**config.mk**
```make
export PLATFORM = sky130hd
export DESIGN_NAME = mxv_packet_parser_flat
export DESIGN_NICKNAME = d
export VERILOG_FILES = /design/src/rtl/mxv_packet_parser_if.sv /design/src/rtl/mxv_packet_parser.sv /design/src/flat_wrapper.sv
export SDC_FILE = /design/constraint.sdc
export NUM_CORES = 1
export LEC_CHECK = 0
export BUFFER_PORTS_ARGS = -buffer_cell sky130_fd_sc_hd__buf_4
export CORE_MARGIN = 3
export CORE_UTILIZATION = 35
export CTS_CLUSTER_DIAMETER = 150
export DETAILED_ROUTE_END_ITERATION = 10
export SYNTH_ARGS = -nofsm -noshare
export SYNTH_HDL_FRONTEND = slang
export SYNTH_SLANG_ARGS = --single-unit
```
**constraint.sdc**
```tcl
create_clock -name clk -period 6.82 [get_ports clk]
set_clock_uncertainty 0.1 [all_clocks]
set_input_delay 2.046 -clock clk [delete_from_list [all_inputs] [get_ports clk]]
set_output_delay 2.046 -clock clk [all_outputs]
set_load 0.03 [all_outputs]
```
**src/rtl/mxv_packet_parser_if.sv**
```systemverilog
// mxv_packet_parser_if: byte stream in from the UART receiver, element stream and control out to MxV.
// master: UART/bench side (drives rx_*). slave: parser side (drives mat_size, elem_*, start, frame_err, busy).
interface mxv_packet_parser_if;
  logic [7:0] rx_data;
  logic       rx_done;
  logic [3:0] mat_size;
  logic [7:0] elem_data;
  logic       elem_valid;
  logic       elem_sel;
  logic [2:0] elem_row;
  logic [2:0] elem_col;
  logic       start;
  logic       frame_err;
  logic       busy;
  modport master (output rx_data, rx_done,
                  input  mat_size, elem_data, elem_valid, elem_sel, elem_row, elem_col, start, frame_err, busy);
  modport slave  (input  rx_data, rx_done,
                  output mat_size, elem_data, elem_valid, elem_sel, elem_row, elem_col, start, frame_err, busy);
endinterface

```
**src/rtl/mxv_packet_parser.sv**
```systemverilog
// mxv_packet_parser: validates length-delimited command frames and forwards matrix/vector elements to MxV.
// Ports: clk, rst (async, active-high), bus (slave): rx_data/rx_done in; mat_size, elem_data/valid/sel/row/col,
// start, frame_err, busy out. Define PKT_CHECKSUM_EN to require an XOR checksum byte before the trailer.
module mxv_packet_parser #(
  parameter int         MAX_N          = 8,
  parameter logic [7:0] START_BYTE     = 8'hFE,
  parameter logic [7:0] END_BYTE       = 8'hEF,
  parameter int         TIMEOUT_CYCLES = 100000
) (
  input logic clk,
  input logic rst,
  mxv_packet_parser_if.slave bus
);
  localparam int TW = $clog2(TIMEOUT_CYCLES + 1);
  typedef enum logic [2:0] {IDLE, LEN, CMD, PAYLOAD, CHK, END} state_t;
  state_t state, state_n;
  logic [7:0] len, len_n, cmd, cmd_n, cnt, cnt_n, pend, pend_n, nn, data_n;
  logic [2:0] r, r_n, c, c_n, row_n, col_n;
  logic [TW-1:0] tmr, tmr_n;
  logic [3:0] size_n;
  logic ev_n, sel_n, start_n, err_n, ok, adv_row;
`ifdef PKT_CHECKSUM_EN
  logic [7:0] chk, chk_n;
`endif
  assign bus.busy = state != IDLE;
  always_comb begin
    nn = 8'(bus.mat_size) * 8'(bus.mat_size);
    ok = (bus.rx_data == 8'h01 && len == 8'd2) ||
         (bus.rx_data == 8'h03 && bus.mat_size != 4'd0 && len == nn + 8'd1) ||
         (bus.rx_data == 8'h04 && bus.mat_size != 4'd0 && len == 8'(bus.mat_size) + 8'd1);
    // vectors advance the row every byte; matrices only when the column wraps
    adv_row = cmd == 8'h04 || {1'b0, c} == bus.mat_size - 4'd1;
    state_n = state;
    len_n = len;
    cmd_n = cmd;
    cnt_n = cnt;
    pend_n = pend;
    r_n = r;
    c_n = c;
    size_n = bus.mat_size;
    data_n = bus.elem_data;
    sel_n = bus.elem_sel;
    row_n = bus.elem_row;
    col_n = bus.elem_col;
    ev_n = 1'b0;
    start_n = 1'b0;
    err_n = 1'b0;
    tmr_n = (state == IDLE || bus.rx_done) ? '0 : tmr + 1'b1;
`ifdef PKT_CHECKSUM_EN
    chk_n = chk;
`endif
    if (bus.rx_done) begin
      case (state)
        IDLE: state_n = bus.rx_data == START_BYTE ? LEN : IDLE;
        LEN: begin
          len_n = bus.rx_data;
`ifdef PKT_CHECKSUM_EN
          chk_n = bus.rx_data;
`endif
          state_n = CMD;
        end
        CMD: begin
          cmd_n = bus.rx_data;
`ifdef PKT_CHECKSUM_EN
          chk_n = chk ^ bus.rx_data;
`endif
          cnt_n = len - 8'd1;
          r_n = 3'd0;
          c_n = 3'd0;
          err_n = !ok;
          state_n = !ok ? IDLE : len == 8'd1 ? END : PAYLOAD;
        end
        PAYLOAD: begin
          cnt_n = cnt - 8'd1;
`ifdef PKT_CHECKSUM_EN
          chk_n = chk ^ bus.rx_data;
          state_n = cnt == 8'd1 ? CHK : PAYLOAD;
`else
          state_n = cnt == 8'd1 ? END : PAYLOAD;
`endif
          if (cmd == 8'h01) pend_n = bus.rx_data;
          else begin
            ev_n = 1'b1;
            data_n = bus.rx_data;
            sel_n = cmd == 8'h04;
            row_n = r;
            col_n = c;
            r_n = adv_row ? r + 3'd1 : r;
            c_n = adv_row ? 3'd0 : c + 3'd1;
          end
        end
`ifdef PKT_CHECKSUM_EN
        CHK: begin
          err_n = bus.rx_data != chk;
          state_n = bus.rx_data == chk ? END : IDLE;
        end
`endif
        END: begin
          state_n = IDLE;
          if (bus.rx_data != END_BYTE) err_n = 1'b1;
          else if (cmd == 8'h01) begin
            if (pend != 8'd0 && pend <= 8'(MAX_N)) size_n = pend[3:0];
            else err_n = 1'b1;
          end
          else start_n = cmd == 8'h04;
        end
        default: state_n = IDLE;
      endcase
    end
    else if (state != IDLE && tmr == TW'(TIMEOUT_CYCLES - 1)) begin
      err_n = 1'b1;
      state_n = IDLE;
    end
  end
  always_ff @(posedge clk or posedge rst) begin
    if (rst) begin
      state <= IDLE;
      len <= '0;
      cmd <= '0;
      cnt <= '0;
      pend <= '0;
      r <= '0;
      c <= '0;
      tmr <= '0;
`ifdef PKT_CHECKSUM_EN
      chk <= '0;
`endif
      bus.mat_size <= '0;
      bus.elem_data <= '0;
      bus.elem_valid <= 1'b0;
      bus.elem_sel <= 1'b0;
      bus.elem_row <= '0;
      bus.elem_col <= '0;
      bus.start <= 1'b0;
      bus.frame_err <= 1'b0;
    end else begin
      state <= state_n;
      len <= len_n;
      cmd <= cmd_n;
      cnt <= cnt_n;
      pend <= pend_n;
      r <= r_n;
      c <= c_n;
      tmr <= tmr_n;
`ifdef PKT_CHECKSUM_EN
      chk <= chk_n;
`endif
      bus.mat_size <= size_n;
      bus.elem_data <= data_n;
      bus.elem_valid <= ev_n;
      bus.elem_sel <= sel_n;
      bus.elem_row <= row_n;
      bus.elem_col <= col_n;
      bus.start <= start_n;
      bus.frame_err <= err_n;
    end
  end
endmodule

```
**src/flat_wrapper.sv**
```systemverilog
// flat-port wrapper written by rule: the top's interface ports become plain ports
module mxv_packet_parser_flat 
#(
  parameter int         MAX_N          = 8,
  parameter logic [7:0] START_BYTE     = 8'hFE,
  parameter logic [7:0] END_BYTE       = 8'hEF,
  parameter int         TIMEOUT_CYCLES = 100000
)
  (clk, rst, bus_rx_data, bus_rx_done, bus_mat_size, bus_elem_data, bus_elem_valid, bus_elem_sel, bus_elem_row, bus_elem_col, bus_start, bus_frame_err, bus_busy);
  mxv_packet_parser_if bus_i ();
  input logic clk;
  input logic rst;
  input wire logic [$bits(bus_i.rx_data)-1:0] bus_rx_data;
  input wire logic [$bits(bus_i.rx_done)-1:0] bus_rx_done;
  output wire logic [$bits(bus_i.mat_size)-1:0] bus_mat_size;
  output wire logic [$bits(bus_i.elem_data)-1:0] bus_elem_data;
  output wire logic [$bits(bus_i.elem_valid)-1:0] bus_elem_valid;
  output wire logic [$bits(bus_i.elem_sel)-1:0] bus_elem_sel;
  output wire logic [$bits(bus_i.elem_row)-1:0] bus_elem_row;
  output wire logic [$bits(bus_i.elem_col)-1:0] bus_elem_col;
  output wire logic [$bits(bus_i.start)-1:0] bus_start;
  output wire logic [$bits(bus_i.frame_err)-1:0] bus_frame_err;
  output wire logic [$bits(bus_i.busy)-1:0] bus_busy;
  assign bus_i.rx_data = bus_rx_data;
  assign bus_i.rx_done = bus_rx_done;
  assign bus_mat_size = bus_i.mat_size;
  assign bus_elem_data = bus_i.elem_data;
  assign bus_elem_valid = bus_i.elem_valid;
  assign bus_elem_sel = bus_i.elem_sel;
  assign bus_elem_row = bus_i.elem_row;
  assign bus_elem_col = bus_i.elem_col;
  assign bus_start = bus_i.start;
  assign bus_frame_err = bus_i.frame_err;
  assign bus_busy = bus_i.busy;
  mxv_packet_parser #(.MAX_N(MAX_N), .START_BYTE(START_BYTE), .END_BYTE(END_BYTE), .TIMEOUT_CYCLES(TIMEOUT_CYCLES)) u_core (.clk(clk), .rst(rst), .bus(bus_i));
endmodule
```
# After elaboration in Yosys (flattened, before gate mapping)

Index checks and enable logic that the tools add are counted.

Register bits: 80
Latch bits: 0
RAM bits: 0
ROM bits: 0
Input bits: 11
Logic and storage cells: 102
Memories: 0

Add/subtract/negate cells: 8
$mul: 1
Div/mod/pow operators: 0
Order comparisons: 1
Equal/unequal tests: 20
Shifts and indexed selects: 0
Mux-type cells: 28
Bitwise operators: 2
Reductions and logical operators: 26

Operators by type and width:

| operator                                                                          | number |
|---|---|
| 8-bit by 1-bit == test with 1-bit output (second input constant)                  | 4 |
| 3-bit two-way mux                                                                 | 9 |
| 17-bit by 1-bit adder with 17-bit output (second input constant)                  | 1 |
| 17-bit == test (second input constant)                                            | 1 |
| 17-bit two-way mux                                                                | 1 |
| 8-bit by 2-bit == test with 1-bit output (second input constant)                  | 2 |
| 8-bit by 3-bit == test with 1-bit output (second input constant)                  | 2 |
| 8-bit == test                                                                     | 2 |
| 8-bit one-hot mux with 2 select lines                                             | 1 |
| 8-bit by 1-bit subtractor with 8-bit output (second input constant)               | 2 |
| 1-bit two-way mux                                                                 | 13 |
| 3-bit one-hot mux with 2 select lines                                             | 2 |
| 3-bit one-hot mux with 4 select lines                                             | 1 |
| 3-bit AND reduction                                                               | 3 |
| 8-bit by 1-bit adder with 8-bit output (second input constant)                    | 1 |
| 8-bit == test (second input constant)                                             | 1 |
| 8-bit by 4-bit less-or-equal comparator with 1-bit output (second input constant) | 1 |
| 4-bit by 4-bit multiplier with 8-bit output                                       | 1 |
| 8-bit != test (second input constant)                                             | 1 |
| 8-bit nonzero test                                                                | 1 |
| 1-bit logical AND                                                                 | 7 |
| 3-bit by 1-bit adder with 3-bit output (second input constant)                    | 2 |
| 3-bit by 2-bit == test with 1-bit output (second input constant)                  | 2 |
| 2-bit AND reduction                                                               | 3 |
| 17 further kinds                                                                  | 22 |

# Depth between registers and ports, before layout

Depth after elaboration: 9
Mapped depth: 10

# Worst setup path before layout

No wires, ideal clock.

Path type: in2reg
Start: input bus_rx_data[1]
End: register u_core.state[1]
Setup time: 0.096 ns
Arrival: 3.753 ns
Slack: 2.871 ns
Cell stages on the path: 5
Buffers on the path: 0
Cell sequence: or4_4 or4_4 a2111oi_4 a311oi_1 o31ai_1

Word-level cells in the longest chain between the ends: 8
Elaborated cells between the ends (all ways): 13
Classes of those cells: 3 x eq/ne; 3 x mux; 7 x reduce/logical

Ends and longest elaborated chain:

| what                                      | RTL line                 | text |
|---|---|---|
| start: declaration                        | flat_wrapper.sv:13       | `input wire logic [$bits(bus_i.rx_data)-1:0] bus_rx_data;` |
| 8-bit by 2-bit == test with 1-bit output  | mxv_packet_parser.sv:29  | `(bus.rx_data == 8'h03 && bus.mat_size != 4'd0 && len == nn + 8'd1) \|\|` |
| 1-bit logical AND (2 in a row)            | mxv_packet_parser.sv:29  |  |
| 1-bit logical OR                          | mxv_packet_parser.sv:28  | `ok = (bus.rx_data == 8'h01 && len == 8'd2) \|\|` |
| 1-bit logical OR (*)                      | mxv_packet_parser.sv:29  |  |
| 3-bit two-way mux (*)                     | mxv_packet_parser.sv:71  | `state_n = !ok ? IDLE : len == 8'd1 ? END : PAYLOAD;` |
| 3-bit one-hot mux with 4 select lines (*) | mxv_packet_parser.sv:53  | `case (state)` |
| 3-bit two-way mux (*)                     | mxv_packet_parser.sv:52  | `if (bus.rx_done) begin` |
| end signal: assignment                    | mxv_packet_parser.sv:137 | `state <= state_n;` |
| end: declaration                          | mxv_packet_parser.sv:16  | `state_t state, state_n;` |

Mark *: on every way between the ends. The rest lies on a longest branch, timed or not.
A chain may end at the register's enable or synchronous reset.

# Final worst setup path

Start: input bus_rx_data[1]
End: register u_core.state[2]

The elaborated chain is that of the path after synthesis.

==> flow_metrics.py <==
metrics = {
    "outcome": {
        "status": "finished, final reports clean",
    },
    "clock_tree": {
        "ctsResizeCount": 0,
        "clock_path_buffers": 2,
        "cts-root-buf": "clkbuf_16",
        "cts.reportedPaths.clkPinSlew_ns": 0.06,
        "htreeDepth": 3,
        "cts_buffers": 9,
        "ctsHoldBuffers": 0,
        "cts_num_sinks": 80,
        "insertion_delay_ns": 0.34,
        "cts_tree": "yes",
        "postCtsSetupBuffers": 0,
    },
    "global_route": {
        "grt_pass1_vias": 3243,
        "grt_max_degree": 81,
        "use_met3_pct": 2.06,
        "grt_use_met1_pct": 19.2,
        "grt_overflow": 0,
        "antenna_found_initial": 0,
        "grt_usage_pct": 14.4,
        "grt_pass1_wl_mm": 16.5,
        "top_usage_layer": "met2",
        "met2_usage_pct": 23.6,
    },
    "power": {
        "pwr_density_cell_nw_per_um2": 206,
        "ir_drop_mv": 0.146,
        "cellLeakagePower_nw": 2.34,
        "finalPower_w": 0.00106,
    },
    "drt": {
        "wirelength_mm": 9.79,
        "wire_per_inst_um": 15.6,
        "dr.first_iter.drc_count": 205,
        "ant_nets": 0,
        "drtPass1Iterations": 5,
        "viasPerCell": 5.19,
        "drc": 0,
        "via_count": 3262,
    },
    "die": {
        "die-width_um": 119,
        "die_y_um": 119,
        "coreArea_um2": 12200,
        "die_area_um2": 14100,
        "start_util_pct": 36.4,
        "io_pins": 34,
        "rows": 40,
    },
    "cells_and_area": {
        "antenna_cells": 0,
        "final_cell_mix": "dfrtp_1 (80), buf_4 (35), nor2_1 (30), nand2_1 (28), mux2_2 (22)",
        "layout-drive-gt1-share_pct": 17.1,
        "area_growth_pct": 15.4,
        "fin_nets": 482,
        "n_fill_cell": 1214,
        "layout_commonest_cell": "dfrtp_1",
    },
    "setup_path": {
        "startpoint": "bus_rx_data[1]",
        "path_class": "input port to register",
        "cp-end-kind": "register",
        "cp.required_ns": 6.97,
        "crit_path_cell_trace": "buf_4, or4_4, or4_4, a2111oi_4, a311oi_1, o31ai_1",
        "cp-start-kind": "input port",
        "crit_top_cell": "or4_4",
        "max_stage_delay_ns": 0.54,
        "critical-path-slowest-cell": "or4_4",
        "critPathMaxFanout": 7,
        "rr_startpoint": "u_core.bus.mat_size[2]",
        "crit_arrival_ns": 4.00,
    },
    "yosys": {
        "synthXorXnorAreaFrac_pct": 7.63,
        "synth_compound_area_share_pct": 9.38,
        "synthAdderAreaFrac_pct": 4.39,
        "synthFlopType": "dfrtp_1",
        "syn_inst": 433,
        "synth_nets": 459,
        "netlist_area_um2": 4440,
        "synth_top_family_by_area": "simple AND/OR/NAND/NOR gates",
        "synth-edff-count": 0,
        "syn_avg_cell_area_um2": 10.3,
        "synth-warning-count": 0,
        "async_reset_ff_share_pct": 100,
        "synth-simple-area-share_pct": 19.2,
        "netlist-cell-type-count": 58,
        "synth_mux_area_share_pct": 10.6,
        "yosysSeqAreaShare_pct": 45.0,
        "ys_ff_latch": 80,
    },
    "hold_path": {
        "hold_class": "register to register",
        "worstHoldStart": "u_core.tmr[0]",
    },
    "timing": {
        "finalMaxSlewViolations": 0,
        "worstMarginPinSlew_ns": 1.01,
        "tns_ns": 0,
        "final_hold_viol_count": 0,
        "slew_headroom_pct": 32.8,
        "fmax_mhz": 259,
        "setup_viol": 0,
        "timing.final.crit_share_pct": 56.6,
        "fin_crit_ns": 3.86,
        "rsz0062_at_grt": "false",
    },
    "place": {
        "dp_hpwl_mm": 7.09,
        "portBuffers": 33,
        "gp_congestion": 0.912,
    },
    "job": {
        "max_cap_violations": 0,
    },
}
[critical path, delay by kind of cell]
family,cells,cell delay [ns]
AOI/OAI and AO/OA,3,0.78
buffers and inverters,1,0.14
and+or+nand+nor,2,1.05
[registers in the layout (all words and copies together) (netlist names)]
register,flops
u_core.tmr,17
u_core.bus.elem_data,8
u_core.cmd,8
u_core.cnt,8
u_core.len,8
u_core.pend,8
u_core.bus.mat_size,4
u_core.bus.elem_col,3
u_core.bus.elem_row,3
u_core.c,3
u_core.r,3
u_core.state,3
u_core.bus.elem_sel,1
u_core.bus.elem_valid,1
u_core.bus.frame_err,1
u_core.bus.start,1
[synthesized netlist by cell type, drive strengths merged (5+ instances only)]
cell type	instances	area share, %
nor4	11	1.9
or4	7	1.4
nand4	9	1.3
a21oi	16	1.8
nand2b	9	1.3
xor2	18	3.5
nand2	28	2.4
o21ai	13	1.5
nand3	10	1.1
dfrtp	80	45
nor3	9	1.0
or3	5	0.70
nor2	30	2.5
inv	21	1.8
xnor2	18	3.5
nor2b	7	0.99
and2	8	1.1
ha	14	3.9
mux2	40	10
clkbuf	22	1.9
and3	6	0.84
[layer usage]
metal | vias up | part of all wire (%)
li1 | 1584 | -
met4 | 0 | 1.9
met2 | 68 | 48
met1 | 1594 | 45
met5 | - | 0
met3 | 16 | 4.4
[per-stage QoR]
| stage | std cells | setup slack (ns) | hold slack [ns] | utilization [%] | cell area [um2] |
|---|---|---|---|---|---|
| 3_3_place_gp | 613 | 2.63 | 0.372 | 39.6 | 4830 |
| 3_5_place_dp | 613 | 2.62 | 0.378 | 39.6 | 4830 |
| 5_1_grt | 629 | 2.89 | 0.411 | 42.0 | 5130 |
| 4_1_cts | 629 | 2.97 | 0.393 | 42.0 | 5130 |
| 2_1_floorplan | 433 | 2.62 | 0.355 | - | 4440 |
| 6_report | 629 | 2.96 | 0.392 | 42.0 | 5130 |
[report_power, final]
| part | switching, W | total (W) | internal (W) |
|---|---|---|---|
| Clock | 0.000199 | 0.000485 | 0.000286 |
| Combinational | 0.0000411 | 0.0000696 | 0.0000284 |
| Sequential | 0.0000138 | 0.000502 | 0.000488 |
[worst paths after layout]
path                       slack, ns         endpoint  cells past startpoint
min in group asynchronous       1.93    u_core.tmr[4]                      3
hold / removal                  0.39    u_core.tmr[0]                      1
hold reg to reg                 0.39    u_core.tmr[0]                      1
max in group asynchronous       4.05    u_core.len[3]                      3
setup reg to reg                3.91  u_core.state[2]                      9
setup / recovery                2.96  u_core.state[2]                      6
[kinds of logic (layout without fill, tap and decap cells)]
logic type / count (synthesis) / count (layout)
multiplexers: 42 / 42
XOR/XNOR: 37 / 37
AND/OR/NAND/NOR: 154 / 154
AO/OA/AOI/OAI: 61 / 61
adder cells (fa/ha/maj): 15 / 15
flip-flops: 80 / 80
buffers and inverters: 44 / 72
[layout make-up]
type | count | area, um2 | share of cell area (%)
multi-input cells | 309 | 2280 | 44.4
inverters | 21 | 80.1 | 1.56
well taps | 168 | 210 | 4.10
clock inverters | 6 | 68.8 | 1.34
repair buffers | 35 | 263 | 5.12
clock buffers | 10 | 229 | 4.46
flip-flops and latches | 80 | 2000 | 39.0
No activity file was read; power rests on OpenSTA's default activity.
